--- src/rtl/mem_stage_pkg.sv ---
// Shared widths, field offsets and load-type indices for the memory-access stage.
package mem_defs;

  localparam int E_RFC_WID   = 39;
  localparam int E_MINST_WID = 5;
  localparam int EXCEPT_WID  = 7;

  // rf collection: {res_from_mem, rf_we, rf_waddr[4:0], result[31:0]}
  localparam int RFC_RES_MEM  = 38;
  localparam int RFC_WE       = 37;
  localparam int RFC_WADDR_HI = 36;
  localparam int RFC_WADDR_LO = 32;
  localparam int RFC_RES_HI   = 31;

  localparam int EXC_ALE     = 6;
  localparam int EXC_ADEF    = 5;
  localparam int EXC_INE     = 4;
  localparam int EXC_SYSCALL = 3;
  localparam int EXC_BRK     = 2;
  localparam int EXC_INT     = 1;
  localparam int EXC_ERTN    = 0;

  localparam int LD_W  = 4;
  localparam int LD_H  = 3;
  localparam int LD_HU = 2;
  localparam int LD_B  = 1;
  localparam int LD_BU = 0;

  function automatic logic [31:0] ext16(input logic [15:0] h, input logic sgn);
    return {{16{sgn & h[15]}}, h};
  endfunction

  function automatic logic [31:0] ext8(input logic [7:0] b, input logic sgn);
    return {{24{sgn & b[7]}}, b};
  endfunction

endpackage

--- src/rtl/mem_stage_if.sv ---
// EX->MEM payload, data-SRAM response, flush and MEM->WB result bundle.
interface mem_stage_if;
  import mem_defs::*;

  logic                   es_to_ms_valid;
  logic                   ms_allowin;
  logic [31:0]            es_pc;
  logic [E_RFC_WID-1:0]   es_rf_collect;
  logic [E_MINST_WID-1:0] es_mem_inst_bus;
  logic [EXCEPT_WID-1:0]  es_except;
  logic                   es_mem_req;
  logic                   data_sram_data_ok;
  logic [31:0]            data_sram_rdata;
  logic                   except_flush;
  logic                   ws_allowin;
  logic                   ms_to_ws_valid;
  logic [31:0]            ms_pc;
  logic [E_RFC_WID-1:0]   ms_rf_collect;
  logic [EXCEPT_WID-1:0]  ms_except;

  modport master (
    output es_to_ms_valid, es_pc, es_rf_collect, es_mem_inst_bus, es_except, es_mem_req,
           data_sram_data_ok, data_sram_rdata, except_flush, ws_allowin,
    input  ms_allowin, ms_to_ws_valid, ms_pc, ms_rf_collect, ms_except
  );

  modport slave (
    input  es_to_ms_valid, es_pc, es_rf_collect, es_mem_inst_bus, es_except, es_mem_req,
           data_sram_data_ok, data_sram_rdata, except_flush, ws_allowin,
    output ms_allowin, ms_to_ws_valid, ms_pc, ms_rf_collect, ms_except
  );

endinterface

--- src/rtl/mem_stage_load_align.sv ---
// Selects and sign/zero-extends the loaded byte, half or word from the read data.
module load_align
  import mem_defs::*;
(
  input  logic [31:0]            i_rdata,
  input  logic [1:0]             i_addr,
  input  logic [E_MINST_WID-1:0] i_ld,
  output logic [31:0]            o_result
);

  logic [7:0]  w_bytes [4];
  logic [7:0]  w_byte;
  logic [15:0] w_half;

  for (genvar gi = 0; gi < 4; gi++) begin : g_byte
    assign w_bytes[gi] = i_rdata[8*gi +: 8];
  end

  assign w_byte = w_bytes[i_addr];
  assign w_half = i_addr[1] ? i_rdata[31:16] : i_rdata[15:0];

  always_comb begin
    o_result = i_rdata;
    if (i_ld[LD_B])       o_result = ext8(w_byte, 1'b1);
    else if (i_ld[LD_BU]) o_result = ext8(w_byte, 1'b0);
    else if (i_ld[LD_H])  o_result = ext16(w_half, 1'b1);
    else if (i_ld[LD_HU]) o_result = ext16(w_half, 1'b0);
  end

endmodule

--- src/rtl/mem_stage.sv ---
// Memory-access pipeline stage: latches EX results, waits for load data, aligns it
// and forwards the register-write collection and exception vector.
module mem_stage
  import mem_defs::*;
(
  input  logic       clk,
  input  logic       resetn,
  mem_stage_if.slave bus
);

  logic                   r_ms_valid;
  logic [31:0]            r_pc;
  logic [E_RFC_WID-1:0]   r_rfc;
  logic [E_MINST_WID-1:0] r_minst;
  logic [EXCEPT_WID-1:0]  r_except;
  logic                   r_req_pend;
  logic                   r_data_got;
  logic [31:0]            r_data_buf;
  logic [1:0]             r_cancel_cnt;

  logic        w_data_ok_live;
  logic        w_ready_go;
  logic        w_allowin;
  logic        w_latch;
  logic        w_cancel_inc;
  logic        w_cancel_dec;
  logic [31:0] w_ld_rdata;
  logic [31:0] w_aligned;
  logic [31:0] w_final;

  // Responses owed to flushed loads are swallowed while cancel_cnt is nonzero.
  assign w_data_ok_live = bus.data_sram_data_ok & (r_cancel_cnt == 2'd0);
  assign w_ready_go     = ~r_req_pend | r_data_got | w_data_ok_live;
  assign w_allowin      = ~r_ms_valid | (w_ready_go & bus.ws_allowin);
  assign w_latch        = bus.es_to_ms_valid & w_allowin & ~bus.except_flush;
  assign w_cancel_inc   = bus.except_flush & r_ms_valid & r_req_pend & ~r_data_got & ~w_data_ok_live;
  assign w_cancel_dec   = bus.data_sram_data_ok & (r_cancel_cnt != 2'd0);
  assign w_ld_rdata     = r_data_got ? r_data_buf : bus.data_sram_rdata;

  load_align u_load_align (
    .i_rdata  (w_ld_rdata),
    .i_addr   (r_rfc[1:0]),
    .i_ld     (r_minst),
    .o_result (w_aligned)
  );

  assign w_final = (r_rfc[RFC_RES_MEM] && (r_except == '0)) ? w_aligned : r_rfc[RFC_RES_HI:0];

  assign bus.ms_allowin     = w_allowin;
  assign bus.ms_to_ws_valid = r_ms_valid & w_ready_go;
  assign bus.ms_pc          = r_pc;
  assign bus.ms_except      = r_except & {EXCEPT_WID{r_ms_valid}};
  assign bus.ms_rf_collect  = {r_rfc[RFC_RES_MEM] & r_ms_valid, r_rfc[RFC_WE] & r_ms_valid,
                               r_rfc[RFC_WADDR_HI:RFC_WADDR_LO], w_final};

  always_ff @(posedge clk) begin
    if (!resetn) begin
      r_ms_valid   <= 1'b0;
      r_pc         <= '0;
      r_rfc        <= '0;
      r_minst      <= '0;
      r_except     <= '0;
      r_req_pend   <= 1'b0;
      r_data_got   <= 1'b0;
      r_data_buf   <= '0;
      r_cancel_cnt <= 2'd0;
    end else begin
      if (bus.except_flush)  r_ms_valid <= 1'b0;
      else if (w_allowin)    r_ms_valid <= bus.es_to_ms_valid;

      if (w_latch) begin
        r_pc       <= bus.es_pc;
        r_rfc      <= bus.es_rf_collect;
        r_minst    <= bus.es_mem_inst_bus;
        r_except   <= bus.es_except;
        r_req_pend <= bus.es_mem_req;
      end

      // Hold early load data while WB stalls so the response is consumed only once.
      if (bus.except_flush || w_allowin) begin
        r_data_got <= 1'b0;
      end else if (r_ms_valid && r_req_pend && !r_data_got && w_data_ok_live) begin
        r_data_got <= 1'b1;
        r_data_buf <= bus.data_sram_rdata;
      end

      if (w_cancel_inc && !w_cancel_dec && r_cancel_cnt != 2'd3)
        r_cancel_cnt <= r_cancel_cnt + 2'd1;
      else if (w_cancel_dec && !w_cancel_inc)
        r_cancel_cnt <= r_cancel_cnt - 2'd1;
    end
  end

endmodule

--- src/flat_wrapper.sv ---
// flat-port wrapper written by rule: the top's interface ports become plain ports
module mem_stage_flat import mem_defs::*;
  (clk, resetn, bus_es_to_ms_valid, bus_es_pc, bus_es_rf_collect, bus_es_mem_inst_bus, bus_es_except, bus_es_mem_req, bus_data_sram_data_ok, bus_data_sram_rdata, bus_except_flush, bus_ws_allowin, bus_ms_allowin, bus_ms_to_ws_valid, bus_ms_pc, bus_ms_rf_collect, bus_ms_except);
  mem_stage_if bus_i ();
  input  logic clk;
  input  logic resetn;
  input wire logic [$bits(bus_i.es_to_ms_valid)-1:0] bus_es_to_ms_valid;
  input wire logic [$bits(bus_i.es_pc)-1:0] bus_es_pc;
  input wire logic [$bits(bus_i.es_rf_collect)-1:0] bus_es_rf_collect;
  input wire logic [$bits(bus_i.es_mem_inst_bus)-1:0] bus_es_mem_inst_bus;
  input wire logic [$bits(bus_i.es_except)-1:0] bus_es_except;
  input wire logic [$bits(bus_i.es_mem_req)-1:0] bus_es_mem_req;
  input wire logic [$bits(bus_i.data_sram_data_ok)-1:0] bus_data_sram_data_ok;
  input wire logic [$bits(bus_i.data_sram_rdata)-1:0] bus_data_sram_rdata;
  input wire logic [$bits(bus_i.except_flush)-1:0] bus_except_flush;
  input wire logic [$bits(bus_i.ws_allowin)-1:0] bus_ws_allowin;
  output wire logic [$bits(bus_i.ms_allowin)-1:0] bus_ms_allowin;
  output wire logic [$bits(bus_i.ms_to_ws_valid)-1:0] bus_ms_to_ws_valid;
  output wire logic [$bits(bus_i.ms_pc)-1:0] bus_ms_pc;
  output wire logic [$bits(bus_i.ms_rf_collect)-1:0] bus_ms_rf_collect;
  output wire logic [$bits(bus_i.ms_except)-1:0] bus_ms_except;
  assign bus_i.es_to_ms_valid = bus_es_to_ms_valid;
  assign bus_i.es_pc = bus_es_pc;
  assign bus_i.es_rf_collect = bus_es_rf_collect;
  assign bus_i.es_mem_inst_bus = bus_es_mem_inst_bus;
  assign bus_i.es_except = bus_es_except;
  assign bus_i.es_mem_req = bus_es_mem_req;
  assign bus_i.data_sram_data_ok = bus_data_sram_data_ok;
  assign bus_i.data_sram_rdata = bus_data_sram_rdata;
  assign bus_i.except_flush = bus_except_flush;
  assign bus_i.ws_allowin = bus_ws_allowin;
  assign bus_ms_allowin = bus_i.ms_allowin;
  assign bus_ms_to_ws_valid = bus_i.ms_to_ws_valid;
  assign bus_ms_pc = bus_i.ms_pc;
  assign bus_ms_rf_collect = bus_i.ms_rf_collect;
  assign bus_ms_except = bus_i.ms_except;
  mem_stage u_core (.clk(clk), .resetn(resetn), .bus(bus_i));
endmodule
--- config.mk ---
export PLATFORM = sky130hd
export DESIGN_NAME = mem_stage_flat
export DESIGN_NICKNAME = d
export VERILOG_FILES = /design/src/rtl/mem_stage_pkg.sv /design/src/rtl/mem_stage_if.sv /design/src/rtl/mem_stage_load_align.sv /design/src/rtl/mem_stage.sv /design/src/flat_wrapper.sv
export SDC_FILE = /design/constraint.sdc
export NUM_CORES = 1
export LEC_CHECK = 0
export ABC_AREA = 1
export CORE_MARGIN = 1
export CORE_UTILIZATION = 40
export DETAILED_ROUTE_END_ITERATION = 7
export HOLD_SLACK_MARGIN = 0.15
export PLACE_DENSITY_LB_ADDON = 0.15
export SLEW_MARGIN = 20
export SYNTH_ARGS = -nofsm -noshare
export SYNTH_HDL_FRONTEND = slang
export SYNTH_HIERARCHICAL = 1
export SYNTH_SLANG_ARGS = --single-unit
--- constraint.sdc ---
create_clock -name clk -period 5.2 [get_ports clk]
set_input_delay 1.04 -clock clk [delete_from_list [all_inputs] [get_ports clk]]
set_output_delay 1.04 -clock clk [all_outputs]
set_load 0.02 [all_outputs]
==> impl_metrics.json <==
{
  "grt_pass1_vias": 6310,
  "cts_tree": "built",
  "grt_antenna_before_repair": 0,
  "endpoint_kind": "output port",
  "startpoint": "bus_data_sram_rdata[31]",
  "die_x_um": 132,
  "numCtsBuffers": 17,
  "vias_per_cell": 4.92,
  "hold_violations": 0,
  "floorplan.rows": 46,
  "fin_nets": 1327,
  "reg2regPathDepth": 9,
  "worstPathMaxFanout": 24,
  "postCtsSetupRepairBufs": 0,
  "preCtsSetupSlack_ps": 714,
  "avgSynthCellArea_um2": 6.32,
  "cts_resized": 0,
  "num-fill-cells": 1661,
  "antenna_cells": 0,
  "power_density_mw_per_mm2": 282,
  "vias": 7058,
  "drive_gt1_frac": 0.0534,
  "yosys_warnings": 6,
  "clockBufferDepth": 2,
  "setup_slack_ps": 701,
  "drt-total-wl_um": 20000,
  "grt_overflow": 0,
  "crit_end": "bus_ms_rf_collect[18]",
  "synthCells": 1062,
  "rsz0062_at_grt": "no",
  "syn2layout_area_growth_pct": 36.5,
  "insertion_delay_ps": 420,
  "synth.net_count": 1184,
  "root_buffer": "clkbuf_16",
  "initial_core_util": 0.416,
  "die_area_mm2": 0.0173,
  "skew_ps": 10.8,
  "wl_per_cell_um": 13.9,
  "hold_path.class": "reg2reg",
  "ctsHoldBuffers": 0,
  "critical_path_class": "in2out",
  "firstDrtPassIters": 5,
  "dpl.hpwl_um": 13200,
  "clock-sinks": 119,
  "whs_path_depth": 2,
  "cap_viol_max_count": 0,
  "cp.required_ps": 4160,
  "die_y_um": 132,
  "tightest_slew_ps": 1110,
  "period_share": 0.865,
  "io-pin-count": 202,
  "finalCriticalPeriod_ps": 4500,
  "layout_commonest_cell": "nand2_1",
  "tns_ps": 0,
  "drc": 0,
  "setup_viol": 0,
  "cts.htree.levels": 4,
  "clock.fmax_ghz": 0.222,
  "final_cell_mix": "393 x nand2_1, 200 x clkdlybuf4s50_1, 126 x nand3_1",
  "core_mm2": 0.0161,
  "grt_usage": 0.232,
  "rrSetupSlack_ps": 2310,
  "place_congestion": 0.909,
  "leakagePower_nw": 3.99,
  "grt_max_degree": 87,
  "drt_iter0_drc": 477,
  "status": "finished clean",
  "grt_pass1_wl_um": 32500,
  "r2r-start": "u_core/r_data_got$_SDFFE_PP0P_",
  "reg2reg_to": "u_core/r_rfc[3]$_SDFFE_PN0P_",
  "ir_drop_mv": 0.222,
  "slew_violations": 0,
  "synth_area_mm2": 0.00671,
  "portBuffers": 200,
  "relSlewSlack": 0.259,
  "cts.reportedPaths.clkPinSlew_ps": 60,
  "start_kind": "input port",
  "arrival_ps": 3460,
  "ant_nets": 0
}
-- stage by stage --
step / utilization / total power [mW] / cells / hold slack (ps) / instance area [um^2]
after floorplan: - / 1.22 / 1062 / 439 / 6710
after global placement: 0.531 / 1.42 / 1402 / 448 / 8560
after detailed placement: 0.531 / 1.43 / 1402 / 451 / 8560
after CTS: 0.568 / 2.61 / 1434 / 461 / 9160
after global routing: 0.568 / 2.70 / 1434 / 475 / 9160
final: 0.568 / 2.59 / 1434 / 460 / 9160
-- worst min path at each step --
stage / startpoint / to
2_1_floorplan: u_core/r_rfc[37]$_SDFFE_PN0P_ / u_core/r_rfc[37]$_SDFFE_PN0P_
3_3_place_gp: u_core/bus.ms_pc[27]$_SDFFE_PN0P_ / u_core/bus.ms_pc[27]$_SDFFE_PN0P_
3_5_place_dp: u_core/bus.ms_pc[15]$_SDFFE_PN0P_ / u_core/bus.ms_pc[15]$_SDFFE_PN0P_
4_1_cts: u_core/bus.ms_pc[15]$_SDFFE_PN0P_ / u_core/bus.ms_pc[15]$_SDFFE_PN0P_
5_1_grt: u_core/bus.ms_pc[11]$_SDFFE_PN0P_ / u_core/bus.ms_pc[11]$_SDFFE_PN0P_
6_report: u_core/bus.ms_pc[24]$_SDFFE_PN0P_ / u_core/bus.ms_pc[24]$_SDFFE_PN0P_
-- per-layer routing --
| metal | global-route usage | vias up | wire [um] | share of wire |
|---|---|---|---|---|
| met3 | 0.0424 | 21 | 1090 | 0.055 |
| met4 | 0.0846 | 0 | 272 | 0.014 |
| met1 | 0.326 | 3180 | 9870 | 0.49 |
| met5 | 0 | - | 0 | 0 |
| li1 | - | 3656 | - | - |
| met2 | 0.352 | 201 | 8740 | 0.44 |
-- cell type report --
class | count | area [um^2] | area share
inverters | 92 | 350 | 0.0382
flip-flops and latches | 119 | 2380 | 0.260
clock inverters | 13 | 146 | 0.0160
repair buffers | 209 | 2080 | 0.227
clock buffers | 19 | 453 | 0.0494
multi-input cells | 766 | 3480 | 0.379
well taps | 216 | 270 | 0.0295
-- critical path, cell delays in order --
cell and delay [ps]:
clkdlybuf4s50_1 520, nand2_1 70, nand2_1 150, inv_1 60
nand2_2 100, nand3_2 80, nand2_1 110, nand2_2 270
nand2_1 160, inv_1 50, o21ai_0 190, clkdlybuf4s50_1 650
-- sequential cells by signal (all words and copies together), names as in the netlist --
name                 flops
u_core/r_data_buf       32
u_core/r_minst           4
u_core/bus.ms_pc        32
u_core/r_req_pend        1
u_core/r_except          7
u_core/r_ms_valid        1
u_core/r_data_got        1
u_core/r_cancel_cnt      2
u_core/r_rfc            39
-- power by group --
group | internal [mW] | switching [mW] | total (mW)
registers | 0.943 | 0.0226 | 0.965
logic | 0.205 | 0.237 | 0.441
clock network | 0.734 | 0.445 | 1.18
(Power assumes the default switching activity.)
